<file path="config.mk">
export PLATFORM = sky130hd
export DESIGN_NAME = schedule_reader
export DESIGN_NICKNAME = d
export VERILOG_FILES = /design/src/rtl/schedule_reader.sv
export SDC_FILE = /design/constraint.sdc
export NUM_CORES = 1
export LEC_CHECK = 0
export CELL_PAD_IN_SITES_DETAIL_PLACEMENT = 2
export CELL_PAD_IN_SITES_GLOBAL_PLACEMENT = 2
export CORE_MARGIN = 5
export CORE_UTILIZATION = 29
export CTS_CLUSTER_DIAMETER = 120
export DETAILED_ROUTE_END_ITERATION = 16
export PLACE_DENSITY = 0.76
export SLEW_MARGIN = 10
export SYNTH_ARGS = -nofsm -noshare
export SYNTH_HDL_FRONTEND = slang
export SYNTH_SLANG_ARGS = --single-unit
</file>
<file path="constraint.sdc">
create_clock -name clk -period 2.7 [get_ports clk]
set_clock_uncertainty 0.1 [all_clocks]
set_input_delay 0.405 -clock clk [delete_from_list [all_inputs] [get_ports clk]]
set_output_delay 0.405 -clock clk [all_outputs]
set_load 0.01 [all_outputs]
</file>
<file path="src/rtl/schedule_reader.sv">
// Streams the DEPTH-entry schedule table from the writer's active BRAM bank over valid/ready,
// repeating frames; the bank is only re-sampled at frame boundaries.
module schedule_reader #(
    parameter int DATA_W = 32,
    parameter int ADDR_W = 32,
    parameter int DEPTH  = 6,
    parameter int CNT_W  = 16
) (
    input  logic              clk,
    input  logic              rst,
    input  logic              enable,
    input  logic              selMem,
    output logic              rdEn1,
    output logic [ADDR_W-1:0] rdAdd1,
    input  logic [DATA_W-1:0] rdData1,
    output logic              rdEn2,
    output logic [ADDR_W-1:0] rdAdd2,
    input  logic [DATA_W-1:0] rdData2,
    output logic              out_valid,
    input  logic              out_ready,
    output logic [DATA_W-1:0] out_data,
    output logic              out_first,
    output logic              out_bank,
    output logic              bank_switch,
    output logic [CNT_W-1:0]  frame_count
);

    typedef enum logic [1:0] {
        S_IDLE,
        S_READ,
        S_CAPT,
        S_HOLD
    } state_t;

    localparam logic [ADDR_W-1:0] LAST_ADDR = ADDR_W'(DEPTH - 1);

    state_t              r_state;
    state_t              w_next;
    logic [ADDR_W-1:0]   r_addr;
    logic [ADDR_W-1:0]   r_rdAdd1;
    logic [ADDR_W-1:0]   r_rdAdd2;
    logic                r_active_bank;
    logic [DATA_W-1:0]   r_out_data;
    logic                r_out_valid;
    logic                r_out_first;
    logic                r_out_bank;
    logic                r_bank_switch;
    logic [CNT_W-1:0]    r_frame_count;
    logic                w_accept;
    logic                w_frame_end;
    logic                w_reading;

    assign w_accept    = (r_state == S_HOLD) && r_out_valid && out_ready;
    assign w_frame_end = w_accept && (r_addr == LAST_ADDR);
    assign w_reading   = (r_state == S_READ);

    always_comb begin
        w_next = r_state;
        case (r_state)
            S_IDLE: if (enable) w_next = S_READ;
            S_READ: w_next = S_CAPT;
            S_CAPT: w_next = S_HOLD;
            S_HOLD: if (w_accept) w_next = enable ? S_READ : S_IDLE;
            default: w_next = S_IDLE;
        endcase
    end

    always_ff @(posedge clk) begin
        if (rst) begin
            r_state       <= S_IDLE;
            r_addr        <= '0;
            r_rdAdd1      <= '0;
            r_rdAdd2      <= '0;
            r_active_bank <= 1'b1;
            r_out_data    <= '0;
            r_out_valid   <= 1'b0;
            r_out_first   <= 1'b0;
            r_out_bank    <= 1'b1;
            r_bank_switch <= 1'b0;
            r_frame_count <= '0;
        end else begin
            r_state       <= w_next;
            r_bank_switch <= 1'b0;
            case (r_state)
                S_IDLE: begin
                    // Only a fresh frame may pick up a new bank; a paused frame resumes on its own bank.
                    if (enable && (r_addr == '0)) r_active_bank <= selMem;
                end
                S_READ: begin
                    if (r_active_bank) r_rdAdd1 <= r_addr;
                    else               r_rdAdd2 <= r_addr;
                end
                S_CAPT: begin
                    r_out_data  <= r_active_bank ? rdData1 : rdData2;
                    r_out_valid <= 1'b1;
                    r_out_first <= (r_addr == '0);
                    r_out_bank  <= r_active_bank;
                end
                S_HOLD: begin
                    if (w_accept) begin
                        r_out_valid <= 1'b0;
                        if (w_frame_end) begin
                            r_addr        <= '0;
                            r_frame_count <= r_frame_count + 1'b1;
                            r_active_bank <= selMem;
                            r_bank_switch <= (selMem != r_active_bank);
                        end else begin
                            r_addr <= r_addr + 1'b1;
                        end
                    end
                end
                default: ;
            endcase
        end
    end

    // The live address is presented during READ; afterwards the registered copy holds it.
    assign rdEn1       = w_reading && r_active_bank;
    assign rdEn2       = w_reading && !r_active_bank;
    assign rdAdd1      = (w_reading && r_active_bank) ? r_addr : r_rdAdd1;
    assign rdAdd2      = (w_reading && !r_active_bank) ? r_addr : r_rdAdd2;
    assign out_valid   = r_out_valid;
    assign out_data    = r_out_data;
    assign out_first   = r_out_first;
    assign out_bank    = r_out_bank;
    assign bank_switch = r_bank_switch;
    assign frame_count = r_frame_count;

endmodule

</file>
# Word-level counts from Yosys, hierarchy flattened
# Cells that the tools add are included.
# W data, S select, Z words.
[word_totals]
reg_bits = 151
latch_bits = 0
output_inout_bits = 118
ram_bits = 0
rom_bits = 0
input_bits = 69
mem_count = 0
[classes]
bitwise_logic = 4
n_reduce_logical = 19
shifts = 0
muxes = 14
add_sub_neg = 2
div_mod_pow = 0
order_cmp = 0
n_eq_ne = 9
n_mul = 0
[op_table]
columns = ["operator", "count"]
rows = [
  ["$mux W32", 4],
  ["$add A32 B1 Y32 const B", 1],
  ["$eq A32 B3 Y1 const B", 1],
  ["$logic_not A32 Y1", 1],
  ["$add A16 B1 Y16 const B", 1],
  ["$reduce_and A2 Y1", 5],
  ["$ne A2 B2 Y1 const B", 4],
  ["$pmux W2 S4", 1],
  ["$logic_and A1 B1 Y1", 6],
  ["$mux W1", 5],
  ["$eq A2 B2 Y1 const B", 2],
  ["$mux W2", 2],
  ["$not A1 Y1", 4],
  ["$pmux W1 S2", 2],
  ["$reduce_and A4 Y1", 1],
  ["$reduce_bool A2 Y1", 2],
  ["$reduce_or A4 Y1", 1],
  ["$reduce_and A3 Y1", 1],
  ["$eq A2 B1 Y1 const B", 1],
  ["$logic_not A2 Y1", 1],
  ["$logic_not A1 Y1", 1],
  ["$ne A1 B1 Y1", 1],
]

# Logic depth before layout (Yosys ltp)
# Gate-level depths: netlist (run 1).
[logic_depth]
word_depth = 7
ltp_mapped = 8
ltp_nobuf = 6

# Least setup slack after synthesis (run 1)
# OpenSTA, ideal clock, no wires.
[synth_timing]
path_type = "register to output"
start = "register r_state[1]"
end = "output rdAdd1[31]"
stages_incl_launch_ff = 6
setup_slack_ps = 664
t_required_ps = 2195
arrival_time_ps = 1531
path_buffers = 1
cell_sequence = "dfxtp_1 -> inv_1 -> ha_1 -> nand2_1 -> clkbuf_1 -> mux2_2"
[synth_via]
elab_chain_len = 3
[synth_rtl]
columns = ["element", "line", "rtl"]
rows = [
  ["from (decl)", "37", "state_t r_state;"],
  ["from (signal assigned)", "82", "r_state <= w_next;"],
  ["$eq A2 B1 Y1", "55", "assign w_reading = (r_state == S_READ);"],
  ["$logic_and A1 B1 Y1", "120", "assign rdAdd1 = (w_reading && r_active_bank) ? r_addr : r_rdAdd1;"],
  ["$mux W32", "120", ""],
  ["to (decl)", "14", "output logic [ADDR_W-1:0] rdAdd1,"],
]
# No other way between the ends.

# Final worst setup path (run 1)
[layout_timing]
start = "register r_state[1]"
end = "output rdAdd2[27]"
[layout_via]
elab_chain_len = 3
[layout_rtl]
columns = ["element", "line", "rtl"]
rows = [
  ["$eq A2 B1 Y1", "55", ""],
  ["$logic_and A1 B1 Y1", "121", "assign rdAdd2 = (w_reading && !r_active_bank) ? r_addr : r_rdAdd2;"],
  ["$mux W32", "121", ""],
  ["to (decl)", "17", "output logic [ADDR_W-1:0] rdAdd2,"],
]
# No other way between the ends.

==> results.sh, run 1 <==
export IMPL_vias_per_cell=4.98
export IMPL_p_per_area_mw_per_mm2=705
export IMPL_dpl_cell_area_sq_mm=0.00915
export IMPL_cp_max_fo=18
export IMPL_status="finished clean"
export IMPL_min_period_ns=2.59
export IMPL_grt_ovfl_total=0
export IMPL_yosysSeqAreaShare=0.435
export IMPL_postCtsHoldBufs=0
export IMPL_hold_class="in -> reg"
export IMPL_io_buffers=186
export IMPL_nFillCells=2608
export IMPL_grt_usage=0.170
export IMPL_firstDrtPassIters=4
export IMPL_die_h_microns=165
export IMPL_antenna_found_initial=1
export IMPL_synth_edf_count=0
export IMPL_synthArstFlopShare=0
export IMPL_drive_gt1_frac=0.147
export IMPL_cts_tree="done"
export IMPL_netlist_area_sq_mm=0.00694
export IMPL_htree_levels=4
export IMPL_grt_pass1_wl_microns=35900
export IMPL_clkSinkCount=151
export IMPL_yosys_warnings=0
export IMPL_ios=187
export IMPL_max_freq_mhz=387
export IMPL_area_growth_pct=40.0
export IMPL_post_dp_hpwl_microns=15300
export IMPL_dieArea_sq_mm=0.0271
export IMPL_ant_nets=0
export IMPL_core_sq_mm=0.0235
export IMPL_hold_viol=0
export IMPL_avgSynthCellArea_sq_um=9.62
export IMPL_post_cts_setup_buffers=0
export IMPL_worstSetupStartpointType="register"
export IMPL_multiInputGateArea_sq_mm=0.00366
export IMPL_tns_ns=0
export IMPL_diodes=0
export IMPL_crit_required_ns=2.19
export IMPL_cts_buffer_depth=2
export IMPL_syn_num_nets=800
export IMPL_remaining_drc_errors=0
export IMPL_whs_ns=0.305
export IMPL_final_cell_area_sq_mm=0.00972
export IMPL_tightest_slew_ns=0.604
export IMPL_max_cap_violations=0
export IMPL_crit_path_end_kind="output pin"
export IMPL_cp_arrival_ns=2.08
export IMPL_finalMaxSlewViolations=0
export IMPL_grt_start_max_net_pins=54
export IMPL_final_util=0.413
export IMPL_path_class="reg -> out"
export IMPL_vias=6075
export IMPL_netlist_instances=722
export IMPL_synth_seq_cells=151
export IMPL_wl_per_cell_microns=18.8
export IMPL_final_cells=1221
export IMPL_grt_pass1_vias=6548
export IMPL_numCtsBuffers=17
export IMPL_synth_cell_types=44
export IMPL_p_leak_nw=4.02
export IMPL_finalCritPeriodShare=0.958
export IMPL_synthFlopType="dfxtp_1"
export IMPL_clk_pin_slew_ns=0.06
export IMPL_layout_nets=968
export IMPL_seq_area_sq_mm=0.00303
export IMPL_cts_root_buf="clkbuf_16"
export IMPL_peakVddDrop_v=0.000392
export IMPL_insertion_delay_ns=0.42
export IMPL_dp_cells=1187
export IMPL_start_util=0.295
export IMPL_gp_congestion=0.736
export IMPL_setup_viol=0
export IMPL_relSlewSlack=0.598
export IMPL_fp_dieW_microns=165
export IMPL_wirelength_microns=23000
export IMPL_fp_row_count=56
export IMPL_drtIter0Drc=166
-- critical path: stages, from the launching register on --
cell and delay (ns):
dfxtp_4 0.36, inv_1 0.09, ha_4 0.19, nand2b_4 0.16, buf_16 0.20, mux2_2 0.36, dlygate4sd2_1 0.29
-- report_power, final --
| part | switching [mW] | internal [mW] |
|---|---|---|
| clock network | 0.980 | 1.29 |
| logic | 1.00 | 0.994 |
| registers | 0.131 | 2.45 |
| total | 2.11 | 4.73 |
-- final timing paths --
path,start,end,slack [ns],cells after the start
setup / recovery,r_state[1]$_SDFFE_PP0P_,rdAdd2[27],0.11,6
hold / removal,rst,frame_count[1]$_SDFFE_PP0P_,0.30,2
setup reg to reg,r_addr[23]$_SDFFE_PP0P_,frame_count[15]$_SDFFE_PP0P_,0.46,5
hold reg to reg,out_first$_SDFFE_PP0P_,out_first$_SDFFE_PP0P_,0.38,2
-- repair_timing --
action	in CTS	in global routing
cloned	3	0
gates resized for setup	74	3
endpoints found under the setup margin	64	12
-- placed cells by master, fill, tap and decap left out, drive strengths merged, types with 3 or more instances in the layout --
master / count
dfxtp: 151
clkdlybuf4s50: 121
and2: 71
mux2: 69
dlygate4sd2: 64
nor2: 55
mux2i: 35
a211oi: 33
a21oi: 31
nand2: 28
nand4: 22
clkbuf: 20
buf: 20
o21ai: 19
nor4: 19
o31ai: 18
nor2b: 17
nand3: 17
or4: 16
inv: 14
and4: 10
or3: 9
ha: 9
and3: 5
clkinv: 5
xor2: 4
xnor2: 3
clkinvlp: 3
-- state kept, by name, indices dropped and copies added, names as in the netlist --
| name | count |
|---|---|
| out_first | 1 |
| r_state | 2 |
| out_bank | 1 |
| r_active_bank | 1 |
| r_rdAdd2 | 32 |
| frame_count | 16 |
| bank_switch | 1 |
| out_valid | 1 |
| r_addr | 32 |
| out_data | 32 |
| r_rdAdd1 | 32 |
-- layout make-up --
| type | count | area share |
|---|---|---|
| Clock inverter | 11 | 0.0102 |
| Multi-Input combinational cell | 503 | 0.377 |
| Clock buffer | 20 | 0.0460 |
| Sequential cell | 151 | 0.312 |
| Timing Repair Buffer | 205 | 0.210 |
| Inverter | 12 | 0.00463 |
| Tap cell | 319 | 0.0411 |
-- cell usage after synthesis, types with 2 or more instances --
cell      count  area [sq um]
clkbuf_1     27           101
buf_2        19          95.1
dfxtp_1     151          3020
nand2_1      28           105
and2_0        2          12.5
a311o_1       2          20.0
nor3_1        2          10.0
nor2_1       55           206
and2_1       69           432
nor4_2        8           100
buf_6         3          33.8
xor2_1        4          35.0
or4_1        16           120
mux2i_1      35           350
buf_1         6          22.5
nor2b_1      17           106
nand3_1      17          85.1
ha_1          9           113
xnor2_1       3          26.3
mux2_2       64           721
and4_1        8          70.1
nand4_1      21           131
o31ai_1      18           135
or3_1         9          56.3
a211oi_1     33           248
inv_1        12          45.0
nand2b_1      2          12.5
and3_1        5          31.3
mux2_1        5          56.3
nor4_1       10          62.6
o21ai_0      19          95.1
a21oi_1      31           155
-- cell families after synthesis --
kind of cell    share of synthesized area
compound gates                     0.0996
xor+xnor                          0.00883
fa+ha+maj                          0.0162
buf+inv                            0.0440
flops                               0.435
mux                                 0.162
simple gates                        0.234
-- stage by stage --
| stage | power (mW) | setup WS [ns] |
|---|---|---|
| after floorplan | 3.62 | 0.664 |
| after global placement | 4.45 | 0.206 |
| after detailed placement | 4.50 | 0.136 |
| after CTS | 6.95 | 0.00425 |
| after global routing | 7.21 | -0.00172 |
| final | 6.85 | 0.113 |
-- metal layers --
layer | vias to the layer above | GRT usage | share of wire
li1 | 2926 | - | -
met1 | 2985 | 0.203 | 0.43
met5 | - | 0 | 0
met3 | 24 | 0.0542 | 0.062
met4 | 0 | 0.0484 | 0.014
met2 | 140 | 0.294 | 0.49
No activity file was read; power rests on OpenSTA's default activity.
==> run 2, diff against run 1 <==
--- a/config.mk
+++ b/config.mk
@@ -7,12 +7,13 @@
 export LEC_CHECK = 0
 export CELL_PAD_IN_SITES_DETAIL_PLACEMENT = 2
 export CELL_PAD_IN_SITES_GLOBAL_PLACEMENT = 2
+export CORE_ASPECT_RATIO = 0.5
 export CORE_MARGIN = 5
 export CORE_UTILIZATION = 29
 export CTS_CLUSTER_DIAMETER = 120
 export DETAILED_ROUTE_END_ITERATION = 16
 export PLACE_DENSITY = 0.76
-export SLEW_MARGIN = 10
+export SLEW_MARGIN = 25
 export SYNTH_ARGS = -nofsm -noshare
 export SYNTH_HDL_FRONTEND = slang
 export SYNTH_SLANG_ARGS = --single-unit
==> results.sh, run 2 (synthesis results as in run 1) <==
export IMPL_postCtsHoldBufs=0
export IMPL_total_power_mw=7.19
export IMPL_fp_dieW_microns=229
export IMPL_htree_levels=4
export IMPL_finalCritPeriodShare=0.980
export IMPL_path_class="reg -> out"
export IMPL_wl_per_cell_microns=20.2
export IMPL_min_period_ns=2.65
export IMPL_max_cap_violations=0
export IMPL_firstDrtPassIters=4
export IMPL_finalMaxSlewViolations=0
export IMPL_peakVddDrop_v=0.000461
export IMPL_grt_pass1_wl_microns=38200
export IMPL_layout_nets=972
export IMPL_fp_row_count=40
export IMPL_min_path_cells=2
export IMPL_cts_buffer_depth=2
export IMPL_final_util=0.413
export IMPL_dp_slack_ns=0.0774
export IMPL_status="finished clean"
export IMPL_finalWorstSetupSlack_ns=0.0535
export IMPL_tightest_slew_ns=0.595
export IMPL_cts_root_buf="clkbuf_16"
export IMPL_worst_path_largest_cell_delay_ns=0.38
export IMPL_final_cell_mix="149 x dfxtp_1, 121 x clkdlybuf4s50_1, 69 x and2_1"
export IMPL_ff2ff_setup_slack_ns=0.39
export IMPL_worstSetupStartpointType="register"
export IMPL_vias=6191
export IMPL_dieArea_sq_mm=0.0273
export IMPL_slowest_stage="dfxtp_4"
export IMPL_whs_ns=0.264
export IMPL_numCtsBuffers=17
export IMPL_wirelength_microns=24600
export IMPL_rsz0062_at_grt="no"
export IMPL_max_freq_mhz=378
export IMPL_antenna_found_initial=0
export IMPL_remaining_drc_errors=0
export IMPL_area_growth_pct=41.5
export IMPL_relSlewSlack=0.603
export IMPL_io_buffers=186
export IMPL_diodes=0
export IMPL_crit_path_end_kind="output pin"
export IMPL_grt_pass1_vias=6754
export IMPL_post_dp_hpwl_microns=16500
export IMPL_clk_pin_slew_ns=0.06
export IMPL_crit_required_ns=2.19
export IMPL_crit_path_cell_trace="inv_1, ha_2, nand2b_4, clkbuf_16, mux2_2, dlygate4sd2_1"
export IMPL_cp_arrival_ns=2.14
export IMPL_hold_viol=0
export IMPL_cts_tree="done"
export IMPL_cp_num_cells=6
export IMPL_setup_viol=0
export IMPL_grt_start_max_net_pins=43
export IMPL_ios=187
export IMPL_clkSinkCount=151
export IMPL_critical_path_top_delay_family="buffers and inverters"
export IMPL_p_leak_nw=4.07
export IMPL_die_h_microns=119
export IMPL_path_buf_inv=3
export IMPL_ant_nets=0
export IMPL_drive_gt1_frac=0.153
export IMPL_vias_per_cell=5.07
export IMPL_final_common_cell="dfxtp_1"
export IMPL_tns_ns=0
export IMPL_grt_ovfl_total=0
export IMPL_p_per_area_mw_per_mm2=732
export IMPL_drtIter0Drc=175
export IMPL_hold_class="in -> reg"
export IMPL_insertion_delay_ns=0.43
export IMPL_r2r_cells=5
export IMPL_cp_max_fo=9
export IMPL_start_util=0.292
export IMPL_grt_usage=0.175
export IMPL_core_sq_mm=0.0238
export IMPL_gp_congestion=0.720
export IMPL_post_cts_setup_buffers=0
-- run 2: final timing paths --
kind,start,end
worst max register to register,r_addr[23]$_SDFFE_PP0P_,frame_count[9]$_SDFFE_PP0P_
worst max-delay path,r_state[1]$_SDFFE_PP0P_,rdAdd2[28]
worst min register to register,out_first$_SDFFE_PP0P_,out_first$_SDFFE_PP0P_
worst min-delay path,rst,frame_count[0]$_SDFFE_PP0P_
-- run 2: cell type report --
| cell class | instances | area (sq um) |
|---|---|---|
| Sequential cell | 151 | 3030 |
| Timing Repair Buffer | 209 | 2090 |
| Multi-Input combinational cell | 503 | 3650 |
| Clock buffer | 21 | 470 |
| Clock inverter | 11 | 148 |
| Inverter | 12 | 45.0 |
| Tap cell | 315 | 394 |
| Fill cell | 2539 | 13900 |
-- run 2: power by group --
group	internal (mW)	switching, mW
clock network	1.53	1.00
logic	1.03	1.04
registers	2.45	0.142
-- run 2: per-stage QoR --
step	instances	instance area [sq um]
floorplan	722	6940
global placement	1185	9150
detailed placement	1185	9150
CTS	1219	9760
global route	1222	9830
finish	1222	9830
-- run 2: repair_timing --
item,4_1_cts,5_1_grt
resized for setup,75,1
pin swaps,1,0
cloned,2,3
setup endpoints to repair,64,18
-- run 2: layer usage --
layer	GRT usage	part of all wire	vias to the layer above
li1	-	-	2943
met1	0.208	0.44	3128
met2	0.317	0.52	93
met3	0.0357	0.028	27
met4	0.0570	0.018	0
met5	0	0	-
==> run 3, diff against run 2 <==
--- a/config.mk
+++ b/config.mk
@@ -5,14 +5,15 @@
 export SDC_FILE = /design/constraint.sdc
 export NUM_CORES = 1
 export LEC_CHECK = 0
+export ABC_AREA = 1
 export CELL_PAD_IN_SITES_DETAIL_PLACEMENT = 2
 export CELL_PAD_IN_SITES_GLOBAL_PLACEMENT = 2
 export CORE_ASPECT_RATIO = 0.5
 export CORE_MARGIN = 5
-export CORE_UTILIZATION = 29
+export CORE_UTILIZATION = 27
 export CTS_CLUSTER_DIAMETER = 120
 export DETAILED_ROUTE_END_ITERATION = 16
-export PLACE_DENSITY = 0.76
+export PLACE_DENSITY_LB_ADDON = 0.1
 export SLEW_MARGIN = 25
 export SYNTH_ARGS = -nofsm -noshare
 export SYNTH_HDL_FRONTEND = slang
==> results.sh, run 3 <==
export IMPL_grt_start_max_net_pins=83
export IMPL_area_growth_pct=39.9
export IMPL_dp_cells=1532
export IMPL_synth_top_area_cell="dfxtp_1"
export IMPL_finalCritPeriodShare=0.966
export IMPL_cts_tree="done"
export IMPL_hold_viol=0
export IMPL_yosys_warnings=0
export IMPL_grt_ovfl_total=0
export IMPL_crit_path_end_kind="output pin"
export IMPL_remaining_drc_errors=0
export IMPL_wirelength_microns=26100
export IMPL_antenna_found_initial=1
export IMPL_netlist_area_sq_mm=0.00731
export IMPL_yosysSeqAreaShare=0.414
export IMPL_start_util=0.275
export IMPL_multiInputGateArea_sq_mm=0.00369
export IMPL_clk_pin_slew_ns=0.06
export IMPL_synthTopCellsByCount="173 x nand2_1, 153 x inv_1, 151 x dfxtp_1, 150 x nor2_1, 69 x nand3_1"
export IMPL_fp_dieW_microns=243
export IMPL_numCtsBuffers=17
export IMPL_grt_usage=0.172
export IMPL_status="finished clean"
export IMPL_slowest_stage="dfxtp_2"
export IMPL_final_cells=1564
export IMPL_post_dp_hpwl_microns=18800
export IMPL_die_h_microns=126
export IMPL_synth_most_common_cell="nand2_1"
export IMPL_final_common_cell="nand2_1"
export IMPL_synth_top_cell_area_share=0.414
export IMPL_synth_edf_count=0
export IMPL_tightest_slew_ns=0.937
export IMPL_cts_root_buf="clkbuf_16"
export IMPL_cp_max_fo=17
export IMPL_cts_buffer_depth=2
export IMPL_layout_nets=1277
export IMPL_clkSinkCount=151
export IMPL_setup_viol=0
export IMPL_synthXorXnorAreaFrac=0.0168
export IMPL_seq_area_sq_mm=0.00303
export IMPL_relSlewSlack=0.376
export IMPL_vias=7256
export IMPL_worst_path_largest_cell_delay_ns=0.35
export IMPL_path_class="reg -> out"
export IMPL_max_cap_violations=0
export IMPL_synth_area_leaders="dfxtp_1 41%, nand2_1 8.9%, inv_1 7.9%, nor2_1 7.7%, or2_2 5.6%"
export IMPL_crit_required_ns=2.19
export IMPL_hold_class="in -> reg"
export IMPL_p_per_area_mw_per_mm2=878
export IMPL_cp_arrival_ns=2.10
export IMPL_syn_num_nets=1110
export IMPL_max_freq_mhz=384
export IMPL_drtIter0Drc=201
export IMPL_gp_congestion=0.736
export IMPL_diodes=0
export IMPL_dieArea_sq_mm=0.0307
export IMPL_insertion_delay_ns=0.45
export IMPL_synth_mux_area_fraction=0.00137
export IMPL_core_sq_mm=0.0265
export IMPL_final_cell_area_sq_mm=0.0102
export IMPL_crit_path_cell_trace="inv_2, ha_2, nand2_2, inv_1, buf_6, or2_2, o21ai_2, inv_1, dlygate4sd2_1"
export IMPL_min_period_ns=2.61
export IMPL_post_cts_setup_buffers=0
export IMPL_postCtsHoldBufs=0
export IMPL_nFillCells=3114
export IMPL_final_cell_mix="171 x nand2_1, 152 x inv_1, 150 x nor2_1"
export IMPL_fp_row_count=42
export IMPL_grt_pass1_vias=8014
export IMPL_synth_seq_cells=151
export IMPL_peakVddDrop_v=0.000446
export IMPL_cp_common_cell="inv_1"
export IMPL_synthSimpleGateAreaFrac=0.323
export IMPL_drive_gt1_frac=0.180
export IMPL_cts_resized=97
export IMPL_ant_nets=0
export IMPL_vias_per_cell=4.64
export IMPL_synth_top_family_by_area="simple AND/OR/NAND/NOR gates"
export IMPL_synth_compound_area_share=0.117
export IMPL_p_leak_nw=4.91
export IMPL_finalMaxSlewViolations=0
export IMPL_netlist_instances=1032
export IMPL_firstDrtPassIters=4
export IMPL_wl_per_cell_microns=16.7
export IMPL_htree_levels=4
export IMPL_synthFlopType="dfxtp_1"
export IMPL_avgSynthCellArea_sq_um=7.08
export IMPL_worstSetupStartpointType="register"
export IMPL_synth_cell_types=42
export IMPL_io_buffers=186
export IMPL_ios=187
export IMPL_grt_pass1_wl_microns=42600
export IMPL_synth_fa_ha_area_frac=0.0154
export IMPL_synthArstFlopShare=0
export IMPL_dpl_cell_area_sq_mm=0.00949
## run 3: cell count changes after synthesis, sizes merged, moves of 32 or more
cell,previous run,this run
nand2,28,181
inv,12,159
nor2,55,161
and2,71,0
mux2,69,0
or2,0,65
o21ai,19,82
nand3,17,75
mux2i,35,1
a211oi,33,1
o211ai,1,33
## run 3: kinds of logic (layout without fill, tap and decap cells)
kind of cell,after synthesis,after routing
simple gates,505,505
mux,1,1
compound gates,144,144
xor+xnor,14,14
fa+ha+maj,9,9
buf+inv,208,388
flops,151,151
## run 3: per-stage QoR
stage               total power, mW  setup WS (ns)  utilization  TNS [ns]  hold WS, ns
floorplan                      4.76          0.716            -         0        0.354
global placement               6.62          0.267        0.358         0        0.360
detailed placement             6.75          0.167        0.358         0        0.374
CTS                            8.94        -0.0118        0.378   -0.0747        0.215
global route                   9.61        -0.0165        0.385   -0.0624        0.243
finish                         8.98         0.0930        0.385         0        0.237
## run 3: path summary, 6_finish.rpt
check / from / to / slack [ns] / cells after the start
worst max-delay path: r_state[1]$_SDFFE_PP0P_ / rdAdd1[30] / 0.09 / 9
worst min-delay path: rst / r_addr[7]$_SDFFE_PP0P_ / 0.24 / 3
worst max register to register: r_state[0]$_SDFFE_PP0P_ / r_addr[31]$_SDFFE_PP0P_ / 0.55 / 8
worst min register to register: out_data[25]$_SDFFE_PP0P_ / out_data[25]$_SDFFE_PP0P_ / 0.39 / 2
## run 3: power by group
part           switching (mW)  internal, mW
sequential              0.189          2.70
combinational            1.97          1.73
clock                    1.06          1.33
## run 3: final cells by class
class,instances,share of cell area
clock buffers,20,0.0447
clock inverters,12,0.0116
inverters,159,0.0586
multi-input cells,673,0.361
flip-flops and latches,151,0.296
well taps,352,0.0431
repair buffers,197,0.186
## run 3: metal layers
| metal | up-vias | wire length (microns) | global-route usage |
|---|---|---|---|
| met3 | 21 | 1240 | 0.0559 |
| met4 | 2 | 282 | 0.0440 |
| li1 | 3567 | - | - |
| met1 | 3576 | 11500 | 0.200 |
| met2 | 90 | 13100 | 0.310 |
| met5 | - | 9 | 0 |
## run 3: critical path: cells and delay by family, from the launching register on
family / cells / cell delay, ns
compound gates: 1 / 0.09
simple gates: 2 / 0.38
fa+ha+maj: 1 / 0.19
flops: 1 / 0.35
buf+inv: 5 / 0.67
